**src/rtl/song_recorder.sv**
```systemverilog
// Score recorder: quantises detected notes to a beat grid and writes one note per
// beat into a score RAM, closing the song with an end-of-song marker.
module song_recorder #(
  parameter int ADDR_W = 7,
  parameter int NOTE_W = 4
) (
  input  logic              clk,
  input  logic              reset,
  input  logic              start,
  input  logic              stop,
  input  logic [25:0]       tempo,
  input  logic [NOTE_W-1:0] detected_note,
  input  logic              note_valid,
  output logic              wr_en,
  output logic [ADDR_W-1:0] wr_addr,
  output logic [NOTE_W-1:0] wr_data,
  output logic              recording,
  output logic              done,
  output logic [ADDR_W:0]   notes_written
);
  typedef enum logic [1:0] {IDLE, RECORD, TERMINATE, DONE} state_t;

  localparam logic [NOTE_W-1:0] END_MARK = '1;
  localparam logic [ADDR_W:0]   FULL     = {1'b0, {ADDR_W{1'b1}}};

  state_t            state, state_nx;
  logic [25:0]       tempo_q, beat_cnt;
  logic [NOTE_W-1:0] held, note_in, captured, wr_data_nx;
  logic [ADDR_W-1:0] addr, wr_addr_nx;
  logic              term_pend, beat, last_wr, wr_en_nx, arm;

  assign arm      = ((state == IDLE) || (state == DONE)) && start;
  assign beat     = (state == RECORD) && (beat_cnt == tempo_q - 26'd1);
  assign note_in  = (detected_note == END_MARK) ? '0 : detected_note;
  assign captured = note_valid ? note_in : held;
  // The beat write that must be followed by the end marker: stop hit a beat, or RAM is full.
  assign last_wr  = wr_en && (term_pend || (notes_written == FULL));

  always_ff @(posedge clk) begin
    if (reset) begin
      state     <= IDLE;
      wr_en     <= 1'b0;
      wr_addr   <= '0;
      wr_data   <= '0;
      recording <= 1'b0;
      done      <= 1'b0;
    end else begin
      state     <= state_nx;
      wr_en     <= wr_en_nx;
      wr_addr   <= wr_addr_nx;
      wr_data   <= wr_data_nx;
      recording <= (state_nx == RECORD);
      done      <= (state_nx == DONE);
    end
  end

  always_comb begin
    state_nx = state;
    case (state)
      IDLE, DONE: if (start) state_nx = RECORD;
      RECORD:     if (last_wr || (stop && !beat)) state_nx = TERMINATE;
      TERMINATE:  state_nx = DONE;
      default:    state_nx = IDLE;
    endcase
  end

  always_comb begin
    wr_en_nx   = 1'b0;
    wr_addr_nx = wr_addr;
    wr_data_nx = wr_data;
    if (state_nx == TERMINATE) begin
      wr_en_nx   = 1'b1;
      wr_addr_nx = addr;
      wr_data_nx = END_MARK;
    end else if (beat) begin
      wr_en_nx   = 1'b1;
      wr_addr_nx = addr;
      wr_data_nx = captured;
    end
  end

  always_ff @(posedge clk) begin
    if (reset) begin
      tempo_q       <= 26'd2;
      beat_cnt      <= '0;
      held          <= '0;
      addr          <= '0;
      notes_written <= '0;
      term_pend     <= 1'b0;
    end else if (arm) begin
      tempo_q       <= (tempo < 26'd2) ? 26'd2 : tempo;
      beat_cnt      <= '0;
      held          <= '0;
      addr          <= '0;
      notes_written <= '0;
      term_pend     <= 1'b0;
    end else if (state == RECORD) begin
      if (beat) begin
        beat_cnt      <= '0;
        held          <= '0;
        addr          <= addr + ADDR_W'(1);
        notes_written <= notes_written + (ADDR_W+1)'(1);
        term_pend     <= stop;
      end else begin
        beat_cnt <= beat_cnt + 26'd1;
        if (note_valid) held <= note_in;
      end
    end
  end
endmodule

```
**config.mk**
```make
export PLATFORM = sky130hd
export DESIGN_NAME = song_recorder
export DESIGN_NICKNAME = d
export VERILOG_FILES = /design/src/rtl/song_recorder.sv
export SDC_FILE = /design/constraint.sdc
export NUM_CORES = 1
export LEC_CHECK = 0
export ABC_AREA = 1
export ABC_CLOCK_PERIOD_IN_PS = 3280
export CORE_ASPECT_RATIO = 0.8
export CORE_MARGIN = 4
export CORE_UTILIZATION = 30
export DETAILED_ROUTE_END_ITERATION = 7
export GPL_TIMING_DRIVEN = 0
export PLACE_DENSITY = 0.51
export SYNTH_ARGS = -nofsm -noshare
export SYNTH_HDL_FRONTEND = slang
export SYNTH_SLANG_ARGS = --single-unit
```
**constraint.sdc**
```tcl
create_clock -name clk -period 3.28 [get_ports clk]
set_clock_uncertainty 0.2 [all_clocks]
set_input_delay 0.492 -clock clk [delete_from_list [all_inputs] [get_ports clk]]
set_output_delay 0.492 -clock clk [all_outputs]
set_load 0.005 [all_outputs]
```
==> summary.md <==
| Metric | Value |
|---|---|
| FF-to-FF path depth | `18` |
| Highest-delay cell along the critical path | `dfxtp_1` |
| Slew headroom | `47.0%` |
| Maximum buffer depth of the clock tree | `2` |
| Total Routing Usage GR | `15.4%` |
| PwrDens | `462 nW/µm²` |
| Detailed Route WL | `14,600 µm` |
| Type of the worst min-delay path | `reg2reg` |
| Clock period minus final worst setup slack | `2990 ps` |
| Placed wire-length estimate after detailed placement | `11,700 µm` |
| Number of instances in the placed design | `1,022` |
| RD Place Congestion | `0.878` |
| Final-layout setup total negative slack | `0 ps` |
| Wire length of the first global-routing pass | `23,000 µm` |
| Hold Path Depth | `2` |
| Transition time of the tightest slew-check pin | `792 ps` |
| Final max-slew violation count | `0` |
| Setup slack of the critical path after layout | `285 ps` |
| Sink of the worst hold path | `held[3]` |
| Die ar. | `19,000 µm²` |
| Number of max-cap violations | `0` |
| Initial Util | `30.5%` |
| Worst hold margin | `267 ps` |
| Diodes inserted | `0` |
| Avg WL per Cell | `14.0 µm` |
| Number of remaining DRC errors | `0` |
| Net count of the mapped netlist | `788` |
| Vias post-DR | `4,841` |
| Routed Antenna Nets | `0` |
| Count of non-filler cells in the finished layout | `1,039` |
| Commonest non-fill, non-tap cells in the layout | `198 x nand2_1, 100 x nor2_1, 88 x dfxtp_1` |
| Setup slack after placement | `21.0 ps` |
| Kind of launch point of the worst setup path | `flop` |
| Share of the cycle needed by the critical path after routing | `91.3%` |
| Worst IR drop on VDD | `0.235 mV` |
| Overall power of the completed layout | `2.86 mW` |
| Number of global-route vias before repair | `4,360` |
| Final setup violation count | `0` |
| Clock tree from TritonCTS | `yes` |
| CP dominant cell by count | `nand2_1` |
| Number of enable-type register cells in the synthesized netlist | `0` |
| RSZ-0062 raised after global routing | `no` |
| Worst Setup End Kind | `flop` |
| Avg Vias per Cell | `4.66` |
| Number of synthesized register bits | `88` |
| Warning count from the yosys run | `0` |
| Dpl cell area | `5870 µm²` |
| Source of the worst register-to-register timing path | `tempo_q[9]` |
| Hold-fix buffers, CTS | `0` |
| H-tree lvl count | `3` |
| Final net count | `856` |
| Leakage power figure | `2.48 nW` |
| Clock latency reported for the late side of the worst-skew pair | `340 ps` |
| Worst setup path class | `reg2reg` |
| Die Ht | `124 µm` |
| Status | `completed` |
| Layout Cell Area excl Fill | `6200 µm²` |
| Most common cell after layout, fill and taps aside | `nand2_1` |
| Worst path required time | `3360 ps` |
| Number of DRC markers after the initial detailed-route iteration | `303` |
| Highest achievable clock rate | `334 MHz` |
| Pre-antenna DRT Iters | `5` |
| Average cell area after synthesis | `6.75 µm²` |
| Initial antenna violation count | `0` |
| Ratio of cells with drive above 1 in the final layout | `8.18%` |
| Primary FF master, synth | `dfxtp_1` |
| Clock transition time at the flip-flop clock pins of the worst setup and hold paths | `70 ps` |
| CP Cell Sequence | `nor2_2, nand2_1, nor2_1, nand3_2, nand2_1, nand2_1, nor2_1, nand2_1, nor2_2, nand3_4, nand2_2, nand4_1, nand3_1, nand2_1, nand2_4, buf_8, a21oi_2, nor2_2` |
| Post-Route Utilization | `37.6%` |
| Worst reg2reg path endpoint | `wr_addr[1]` |
| Number of I/O pins | `57` |
| Post-synthesis to final-layout area growth | `23.0%` |
| Synth unique cells | `46` |
| Origin of the worst min-delay path | `held[3]` |
| Crit-path leading delay family | `simple AND/OR/NAND/NOR gates` |
| Number of instances in the synthesized netlist | `747` |
| Highest fanout seen on the critical path | `10` |
| Count of buffers inserted at the top-level ports | `55` |
| Final count of hold timing violations | `0` |
| Width of the chip | `153 µm` |
| Max stage delay on crit path | `370 ps` |
| Cts bufs inserted | `9` |
| Number of placement rows | `42` |
| Buffering stage count on the worst path with inverters included | `1` |
| Clock root buffer master | `clkbuf_16` |
| Arrival time worst endpoint | `3080 ps` |
| Clock Sink Count | `88` |
| Synthesized area | `5040 µm²` |
| Maximum number of pins on one net before global-route repair | `16` |
| Core Footprint | `16,500 µm²` |
| Post-synth ARST share | `0%` |
| Total grt overflow | `0` |
| Sequential fraction of the synthesis area | `35.0%` |
| R2R setup slack | `290 ps` |
## worst max path at each step
stage,cells past startpoint,from,to,slack (ps)
floorplan,20,tempo_q[0],wr_addr[1],660
global placement,13,tempo_q[0],wr_addr[6],-5
detailed placement,13,tempo_q[0],wr_addr[6],20
CTS,13,tempo_q[0],wr_addr[6],8
global route,18,tempo_q[10],wr_addr[1],10
finish,18,tempo_q[9],wr_addr[1],290
## cell type report
type / count / area [µm²]
Fill cell: 1855 / 10300
Multi-Input combinational cell: 554 / 2890
Sequential cell: 88 / 1760
Timing Repair Buffer: 57 / 566
Inverter: 88 / 330
Tap cell: 220 / 275
Clock buffer: 9 / 225
Buffer: 17 / 80.1
Clock inverter: 6 / 67.6
## flip-flops by register name, summed over array words and instances, names as in the netlist
name,cells
notes_written,8
term_pend,1
wr_en,1
beat_cnt,26
done,1
wr_addr,7
tempo_q,26
recording,1
addr,7
state,2
wr_data,4
held,4
## cell usage after synthesis (6+ instances only)
library cell,number,area [µm²]
a21oi_1,23,115
a22o_1,9,78.8
clkbuf_1,12,45.0
dfxtp_1,88,1760
ha_1,6,75.1
inv_1,82,308
nand2_1,198,743
nand3_1,48,240
nand4_1,13,81.3
nor2_1,102,383
nor2_2,12,75.1
nor2_4,7,78.8
nor3_1,16,80.1
nor4_1,11,68.8
o21ai_0,20,100
o22ai_1,6,37.5
xnor2_1,12,105
xor2_1,26,228
## repair_timing
action / CTS / global route
hold endpoints to repair: 0 / 0
endpoints found under the setup margin: 0 / 37
setup buffers: 0 / 2
resized for setup: 0 / 6
## logic make-up after synthesis
logic type               share of synthesized area (%)
AO/OA/AOI/OAI                                     9.76
flip-flops                                        35.0
AND/OR/NAND/NOR                                   38.7
multiplexers                                     0.397
adder cells (fa/ha/maj)                           1.49
XOR/XNOR                                          6.60
buffers and inverters                             8.14
## power breakdown
group	total [mW]	internal (mW)	switching (mW)
Combinational	0.644	0.236	0.407
Clock	1.04	0.591	0.453
Sequential	1.18	1.12	0.0565
## per-layer routing
metal  part of all wire, %  up-vias  global-route usage (%)
met1                    56     2184                    24.3
li1                      -     2554                       -
met3                   4.2        9                    2.61
met5                     0        -                       0
met4                  0.95        0                    4.01
met2                    39       94                    21.3
## tightest hold or removal path: stages (launching register included)
cell	delay [ps]
dfxtp_1	310
nand2_1	60
a21oi_1	60
(Power assumes the default switching activity.)
